**config.mk**
```make
export PLATFORM = sky130hd
export DESIGN_NAME = fetch_unit
export DESIGN_NICKNAME = d
export VERILOG_FILES = /design/src/rtl/fetch_unit.sv
export SDC_FILE = /design/constraint.sdc
export NUM_CORES = 1
export LEC_CHECK = 0
export ABC_AREA = 1
export CAP_MARGIN = 20
export CORE_UTILIZATION = 49
export CTS_BUF_LIST = sky130_fd_sc_hd__clkbuf_4
export DETAILED_ROUTE_END_ITERATION = 7
export PLACE_DENSITY_LB_ADDON = 0.3
export SETUP_SLACK_MARGIN = 0.05
export SKIP_CTS_REPAIR_TIMING = 1
export SLEW_MARGIN = 0
export SYNTH_ARGS = -nofsm -noshare
export SYNTH_HDL_FRONTEND = slang
export SYNTH_SLANG_ARGS = --single-unit
```
**constraint.sdc**
```tcl
create_clock -name clock -period 5 [get_ports clock]
set_input_delay 1 -clock clock [delete_from_list [all_inputs] [get_ports clock]]
set_output_delay 1 -clock clock [all_outputs]
set_load 0.02 [all_outputs]
```
**src/rtl/fetch_unit.sv**
```systemverilog
// fetch_unit: owns PC, instruction register and EPC for the multicycle core.
// Fetches over a ready/valid instruction-memory handshake with variable
// latency, vectors exceptions through handler-pointer words, and faults
// permanently on bus error or request timeout.
//
// Ports:
//   clock, reset            rising-edge clock, asynchronous active-low reset
//   imem_req_o/addr_o       fetch request and address (held until ready)
//   imem_ready_i/rdata_i    memory accept + return data in the same cycle
//   imem_err_i              bus error, qualified by imem_ready_i
//   ir_o/ir_valid_o         instruction register and its valid flag
//   ir_ack_i                datapath consumed ir_o
//   pc_wr_i/pc_next_i       redirect request and target (with ack)
//   exc_i                   01 illegal, 10 overflow, 00/11 none
//   pc_o/epc_o              current PC and faulting PC
//   fault_o                 sticky fetch fault
//
// Optional feature (macro FETCH_EXC_CAUSE_EN):
//   cause_o[1:0]            cause of the most recent vector (01/10/11)
//   exc_cnt_o[7:0]          saturating count of vector entries
module fetch_unit #(
  parameter int unsigned     XLEN     = 64,
  parameter int unsigned     IADDR_W  = 32,
  parameter logic [XLEN-1:0] RESET_PC = '0,
  parameter int unsigned     VEC_ILL  = 254,
  parameter int unsigned     VEC_OVF  = 255,
  parameter int unsigned     VEC_MIS  = 253,
  parameter int unsigned     TIMEOUT  = 15
) (
  input  logic               clock,
  input  logic               reset,
  output logic               imem_req_o,
  output logic [IADDR_W-1:0] imem_addr_o,
  input  logic               imem_ready_i,
  input  logic [31:0]        imem_rdata_i,
  input  logic               imem_err_i,
  output logic [31:0]        ir_o,
  output logic               ir_valid_o,
  input  logic               ir_ack_i,
  input  logic               pc_wr_i,
  input  logic [XLEN-1:0]    pc_next_i,
  input  logic [1:0]         exc_i,
  output logic [XLEN-1:0]    pc_o,
  output logic [XLEN-1:0]    epc_o,
  output logic               fault_o
`ifdef FETCH_EXC_CAUSE_EN
  ,
  output logic [1:0]         cause_o,
  output logic [7:0]         exc_cnt_o
`endif
);

  localparam int unsigned     CNT_W    = $clog2(TIMEOUT + 1);
  localparam logic [CNT_W-1:0] CNT_LAST = CNT_W'(TIMEOUT - 1);

  typedef enum logic [1:0] {
    S_FETCH  = 2'd0,
    S_HOLD   = 2'd1,
    S_VECTOR = 2'd2,
    S_FAULT  = 2'd3
  } state_t;

  state_t             r_state;
  logic               r_req;
  logic [IADDR_W-1:0] r_addr;
  logic [31:0]        r_ir;
  logic               r_ir_valid;
  logic [XLEN-1:0]    r_pc;
  logic [XLEN-1:0]    r_epc;
  logic               r_fault;
  logic [CNT_W-1:0]   r_wait_cnt;
`ifdef FETCH_EXC_CAUSE_EN
  logic [1:0]         r_cause;
  logic [7:0]         r_exc_cnt;
`endif

  logic               w_take_exc;
  logic               w_misalign;
  logic [IADDR_W-1:0] w_vec_addr;
  logic [1:0]         w_cause;
  logic [XLEN-1:0]    w_pc_inc;
  logic [XLEN-1:0]    w_vec_pc;

  // Exception / misaligned-redirect decode used while in HOLD.
  always_comb begin
    w_take_exc = (exc_i == 2'b01) || (exc_i == 2'b10);
    w_misalign = ir_ack_i && pc_wr_i && (pc_next_i[1:0] != 2'b00);
    w_vec_addr = IADDR_W'(VEC_MIS);
    w_cause    = 2'b11;
    if (exc_i == 2'b01) begin
      w_vec_addr = IADDR_W'(VEC_ILL);
      w_cause    = 2'b01;
    end else if (exc_i == 2'b10) begin
      w_vec_addr = IADDR_W'(VEC_OVF);
      w_cause    = 2'b10;
    end
  end

  assign w_pc_inc = r_pc + XLEN'(4);
  assign w_vec_pc = XLEN'(imem_rdata_i);

  // Fetch FSM with registered outputs.
  always_ff @(posedge clock or negedge reset) begin
    if (!reset) begin
      r_state    <= S_FETCH;
      r_req      <= 1'b0;
      r_addr     <= RESET_PC[IADDR_W-1:0];
      r_ir       <= 32'd0;
      r_ir_valid <= 1'b0;
      r_pc       <= RESET_PC;
      r_epc      <= '0;
      r_fault    <= 1'b0;
      r_wait_cnt <= '0;
`ifdef FETCH_EXC_CAUSE_EN
      r_cause    <= 2'b00;
      r_exc_cnt  <= 8'd0;
`endif
    end else begin
      case (r_state)
        S_FETCH, S_VECTOR: begin
          if (!r_req) begin
            // First cycle out of reset: raise the request.
            r_req <= 1'b1;
          end else if (imem_ready_i) begin
            r_wait_cnt <= '0;
            if (imem_err_i) begin
              r_state <= S_FAULT;
              r_req   <= 1'b0;
              r_fault <= 1'b1;
            end else if (r_state == S_FETCH) begin
              r_ir       <= imem_rdata_i;
              r_ir_valid <= 1'b1;
              r_req      <= 1'b0;
              r_state    <= S_HOLD;
            end else begin
              // Handler pointer read: jump there and keep requesting.
              r_pc    <= w_vec_pc;
              r_addr  <= w_vec_pc[IADDR_W-1:0];
              r_state <= S_FETCH;
            end
          end else if (r_wait_cnt == CNT_LAST) begin
            r_state <= S_FAULT;
            r_req   <= 1'b0;
            r_fault <= 1'b1;
          end else begin
            r_wait_cnt <= r_wait_cnt + CNT_W'(1);
          end
        end

        S_HOLD: begin
          if (w_take_exc || w_misalign) begin
            // Exceptions outrank the ack in the same cycle.
            r_epc      <= r_pc;
            r_ir_valid <= 1'b0;
            r_req      <= 1'b1;
            r_addr     <= w_vec_addr;
            r_state    <= S_VECTOR;
`ifdef FETCH_EXC_CAUSE_EN
            r_cause    <= w_cause;
            if (r_exc_cnt != 8'hFF) begin
              r_exc_cnt <= r_exc_cnt + 8'd1;
            end
`endif
          end else if (ir_ack_i && pc_wr_i) begin
            r_pc       <= pc_next_i;
            r_addr     <= pc_next_i[IADDR_W-1:0];
            r_ir_valid <= 1'b0;
            r_req      <= 1'b1;
            r_state    <= S_FETCH;
          end else if (ir_ack_i) begin
            r_pc       <= w_pc_inc;
            r_addr     <= w_pc_inc[IADDR_W-1:0];
            r_ir_valid <= 1'b0;
            r_req      <= 1'b1;
            r_state    <= S_FETCH;
          end
        end

        S_FAULT: begin
          r_req      <= 1'b0;
          r_ir_valid <= 1'b0;
          r_fault    <= 1'b1;
        end

        default: r_state <= S_FAULT;
      endcase
    end
  end

`ifndef FETCH_EXC_CAUSE_EN
  // Cause decode only feeds the optional cause register.
  logic w_unused_cause;
  assign w_unused_cause = ^w_cause;
`endif

  assign imem_req_o  = r_req;
  assign imem_addr_o = r_addr;
  assign ir_o        = r_ir;
  assign ir_valid_o  = r_ir_valid;
  assign pc_o        = r_pc;
  assign epc_o       = r_epc;
  assign fault_o     = r_fault;
`ifdef FETCH_EXC_CAUSE_EN
  assign cause_o     = r_cause;
  assign exc_cnt_o   = r_exc_cnt;
`endif

endmodule

```
* Word-level counts from Yosys, hierarchy flattened
Index checks and enable logic that the tools add are counted.
** Storage, ports and cells
- Flip-flop bits (word level) :: 201
** Cells by class
- Add/sub/neg operators :: 2
- Equal/unequal tests :: 17
- Mux-type cells :: 51
- Bitwise gates (word level) :: 1
- Reductions and logical operators :: 17
** Operators by type and width (count)
- $mux 64 :: 7
- $mux 32 :: 8
- $pmux 64 s2 :: 1
- $add 64x3->64 const B :: 1
- $pmux 32 s2 :: 1
- $mux 1 :: 20
- $mux 2 :: 8
- $ne 2x2->1 const B :: 7
- $reduce_and 5->1 :: 2
- $ne 3x3->1 const B :: 3
- $mux 4 :: 2
- $reduce_and 4->1 :: 2
- $reduce_and 7->1 :: 1
- $eq 2x2->1 const B :: 3
- $pmux 1 s3 :: 2
- $reduce_and 6->1 :: 1
- $reduce_bool 2->1 :: 3
- $add 4x1->4 const B :: 1
- $eq 2x1->1 const B :: 2
- $eq 4x4->1 const B :: 1
- $ne 4x4->1 const B :: 1
- $pmux 2 s2 :: 1
- $reduce_and 3->1 :: 1
- $logic_and 1x1->1 :: 2
- other kinds (6) :: 7

* Longest topological paths before layout
- Depth in word-level cells :: 6
- Depth in mapped cells :: 13
- Gate-level depth less buffers :: 12

* Least setup slack after synthesis
No wires, ideal clock.
- Path kind :: input port to flip-flop
- From :: in exc_i[1]
- To :: reg r_pc[2] (netlist: pc_o[2])
- Library setup time :: 119 ps
- Arrival time :: 2039 ps
- Setup slack :: 2842 ps
- Cell stages on the path :: 9
- Path buffers :: 2
- Cells stage by stage :: inv_1 -> ha_1 -> nand3b_1 -> nand2_2 -> nand2_2 -> inv_2 -> buf_6 -> buf_6 -> o21a_1
** Between the ends
- Cells in the longest elaborated chain, start to end :: 5
- Elaborated cells on any way between the ends :: 6
- Those cells by class :: 3 x eq/ne; 3 x reduce/logical
** Ends and longest elaborated chain
- from (decl) :: RTL line 42 : input logic [1:0] exc_i,
- $eq 2x1->1 / $eq 2x2->1 (equally long branches) :: RTL line 86 : w_take_exc = (exc_i == 2'b01) || (exc_i == 2'b10);
- $logic_or 1x1->1 (*) :: RTL line 86
- $logic_or 1x1->1 (*) :: RTL line 151 : if (w_take_exc || w_misalign) begin
- $ne 2x2->1 (no source line) (*)
- $reduce_and 7->1 (no source line) (*)
- to (signal assigned) :: RTL line 137 : r_pc <= w_vec_pc;
- to (signal assigned) :: RTL line 165 : r_pc <= pc_next_i;
- to (signal assigned) :: RTL line 171 : r_pc <= w_pc_inc;
- to (decl) :: RTL line 68 : logic [XLEN-1:0] r_pc;
Every way passes the cells marked *; elsewhere a longest branch is shown, timed or not.
A chain may end at the register's enable or synchronous reset.

* Worst setup path after layout
- From :: reg r_pc[18] (netlist: pc_o[18])
- To :: out pc_o[18]
** RTL lines
- to (decl) :: RTL line 43 : output logic [XLEN-1:0] pc_o,
No word-level cell between the ends.

==> parameters.txt <==
Parameter                              Value

Synthesis
  Count of state elements after synthesis ... 201
  Combined area of all synthesized cells ... 10,900 um^2
  Synthesized Nets ... around 1,600
  Number of warnings reported in the yosys synthesis log ... 0
  Synth unique cells ... 40
  Ranking of synthesized cells by area ... sky130_fd_sc_hd__dfrtp_1 46%, sky130_fd_sc_hd__nand2_1 19%, sky130_fd_sc_hd__nor2_1 7.8%
  Top-area cell type share of the netlist area ... between 40 and 50%
  Mean Syn Cell Area ... between 7 and 8 um^2
  Cell taking the most area after synthesis ... sky130_fd_sc_hd__dfrtp_1
  Register area share after synthesis ... between 40% and 50%
  Gate count after technology mapping ... roughly 1,500

CTS
  Inserted Clock Buffers ... between 50 and 60
  Clock-pin slew reported for the worst setup and hold paths after clock tree synthesis ... about 0.060 ns
  Sink Count ... around 200
  Number of levels the H-tree was split into ... 2
  Number of buffers between clock root and the deepest sink ... 3
  Clock latency of the later-clocked register in the worst-skew pair ... between 0.6 and 0.7 ns
  Clock Root Buffer ... sky130_fd_sc_hd__clkbuf_4
  CTS tree ... yes

Critical path
  Element type at the critical path start ... register
  Beginning of the worst register-to-register path ... r_state[0]
  CP arrival ... between 2 and 2.5 ns
  Buf+Inv Stages, Crit Path ... 1
  Critical Path End Type ... output port
  Reg-to-reg endpoint ... imem_addr_o[6]
  List of cells traversed by the critical path ... clkdlybuf4s50_1
  Critical-path cell with the highest stage delay ... sky130_fd_sc_hd__clkdlybuf4s50_1
  Req. time, crit path ... about 4.0 ns
  Kind of cell adding the most delay to the critical path ... buffers and inverters
  Internal reg-to-reg setup slack ... around 2.0 ns
  Crit-path max cell delay ... roughly 0.71 ns
  Largest fanout of any net on the critical path ... 6
  Critical path type ... register to output port
  R2R depth ... 11

STA
  Slew Limit Fails ... 0
  Worst-Margin Slew ... between 1 and 1.5 ns
  Period utilization ... roughly 61%
  Final sum of negative setup slack ... 0 ns
  Endpoints failing hold ... 0
  Final setup skew ... 0.0482 ns
  Minimum clock period after layout ... between 3 and 4 ns
  Setup slack after layout ... 1.94 ns
  Number of setup violations in the final report ... 0
  Worst rel slew slack ... 28.8%
  RSZ-0062 raised after global routing ... false
  F_max ... between 0.3 and 0.4 GHz

Cells and area
  Final cell count without fillers ... ~2,100
  Total area of sequential cells ... 5030 um^2
  Area of the multi-input gates ... 5110 um^2
  Area overhead of the layout relative to synthesis ... 34.9%
  Fraction of final layout cells sized beyond drive strength 1 ... 8.37%
  Top library cells by usage in the layout, fill and taps aside ... 539 x sky130_fd_sc_hd__nand2_1, 297 x sky130_fd_sc_hd__clkdlybuf4s50_1, 226 x sky130_fd_sc_hd__nor2_1
  Number of fillers in the final layout ... about 1,900
  Leading cell type in the layout, fill and taps excluded ... sky130_fd_sc_hd__nand2_1
  Total Nets Final ... 1,924

Route
  Antenna viol nets, final ... 0
  Ratio of routed vias to standard cells ... approximately 5.4
  Post-DR wirelength/cell ... ~18 um
  Total Routed Length ... around 40 mm
  DR pass1 iterations ... 5
  Number of violations reported at the end of detailed-routing iteration 0 ... 910
  Detailed-route via count ... approximately 11,000
  DRC viols ... 0

Global route
  Overall global routing resource usage ... between 30% and 40%
  Global-route wire length before repair ... a little over 60 mm
  Residual overflow from global routing ... 0
  Via count of the first global-routing pass ... between 10,000 and 15,000
  Antenna violations before repair ... 1
  Maximum number of pins on one net before global-route repair ... ~120

Place
  Placed cell count ... between 2,000 and 2,500
  IO buf count ... ~300
  Detailed-placement wirelength estimate ... ~29 mm
  Dpl ws ... around 1.4 ns
  Final Wtd Congestion ... between 0.9 and 1

Die
  Num rows ... 54
  Die footprint ... roughly 23,000 um^2
  Chip width ... between 150 and 200 um
  Vertical die dimension ... ~150 um
  Top Ports ... ~300
  Placeable core area ... ~22,000 um^2
  Initial standard-cell utilization of the core ... roughly 50%

Pwr
  IR drop worst, VDD ... 0.171 mV
  Static power due to leakage ... roughly 7.0 nW
  Overall power of the completed layout ... ~0.0032 W
  Power density over the cells ... between 200 and 250 nW/um^2

Outcome
  Outcome ... complete, no violations

Min path
  Path type of the worst min-delay path ... primary input to async pin

Flow run
  Reported max-cap violation count ... 0
## registers in the layout, indices dropped and copies added (netlist names), 2 cells and up
name         count
pc_o            64
imem_addr_o     32
r_state          2
epc_o           64
ir_o            32
r_wait_cnt       4
## cells by family (layout without fill, tap and decap cells)
family	count (synthesis)	in the layout	synth area share (%)
other cells	0	1	0
flops	201	201	46.4
buf+inv	171	515	6.65
fa+ha+maj	4	4	0.461
simple gates	944	944	36.0
compound gates	160	160	7.89
xor+xnor	11	11	0.888
mux	17	17	1.76
## power by group
part,leakage (nW),switching [W],total [W],internal [W]
clock,0.401,0.000702,0.00144,0.000734
combinational,3.99,0.0000932,0.000182,0.0000883
sequential,2.66,0,0.00163,0.00163
## cells in the mapped netlist (all sizes together)
library cell / instances
clkbuf: 22
nand4: 23
and2: 10
inv: 117
ha: 4
mux2: 17
nand3: 103
a31oi: 2
o22ai: 1
buf: 32
xnor2: 3
nor3: 6
dfrtp: 201
o211ai: 8
xor2: 8
o31ai: 1
o221ai: 1
a22oi: 2
and3: 1
nand3b: 1
a21oi: 18
nand2: 552
a211oi: 1
o21a: 2
o21ai: 124
nor2: 248
## worst max-delay path by stage
stage          depth (start not counted)             end        from
3_5_place_dp                           9  imem_addr_o[0]    ir_ack_i
4_1_cts                                1        pc_o[17]    pc_o[17]
2_1_floorplan                          9         pc_o[2]    exc_i[1]
3_3_place_gp                           9  imem_addr_o[0]    ir_ack_i
5_1_grt                               11        pc_o[35]  r_state[0]
6_report                               1        pc_o[18]    pc_o[18]
## cell type report
| class | count | share of cell area (%) |
|---|---|---|
| Timing Repair Buffer | 306 | 20.8 |
| Inverter | 117 | 3.02 |
| Clock inverter | 11 | 0.325 |
| Sequential cell | 201 | 34.4 |
| Multi-Input combinational cell | 1136 | 34.9 |
| Antenna cell | 1 | 0.0171 |
| Clock buffer | 81 | 4.15 |
| Tap cell | 280 | 2.39 |
## stage by stage
step | hold WS (ns) | cell area, um^2 | utilization (%)
after CTS | 0.449 | 14600 | 67.3
after global routing | 0.483 | 14600 | 67.3
after global placement | 0.463 | 14000 | 64.3
final | 0.425 | 14600 | 67.3
after floorplan | 0.501 | 10900 | -
after detailed placement | 0.456 | 14000 | 64.3
## worst reg2reg max path: stages (launching register included)
cell and delay [ns]:
sky130_fd_sc_hd__dfrtp_1 0.50, sky130_fd_sc_hd__nand2_4 0.45, sky130_fd_sc_hd__inv_4 0.29, sky130_fd_sc_hd__nand2_1 0.19
sky130_fd_sc_hd__o21ai_1 0.10, sky130_fd_sc_hd__nor2_1 0.16, sky130_fd_sc_hd__nand2_2 0.08, sky130_fd_sc_hd__inv_2 0.27
sky130_fd_sc_hd__buf_4 0.41, sky130_fd_sc_hd__o21ai_1 0.16, sky130_fd_sc_hd__a21oi_1 0.20, sky130_fd_sc_hd__nor2_1 0.07
## metal layers
layer	vias up	global-route usage [%]	share of wire, %
met2	609	53.0	44
met3	96	8.25	9.9
li1	5430	-	-
met1	5347	47.2	41
met5	-	0	0
met4	0	17.3	4.3
Power figures use the tool's default switching activity.
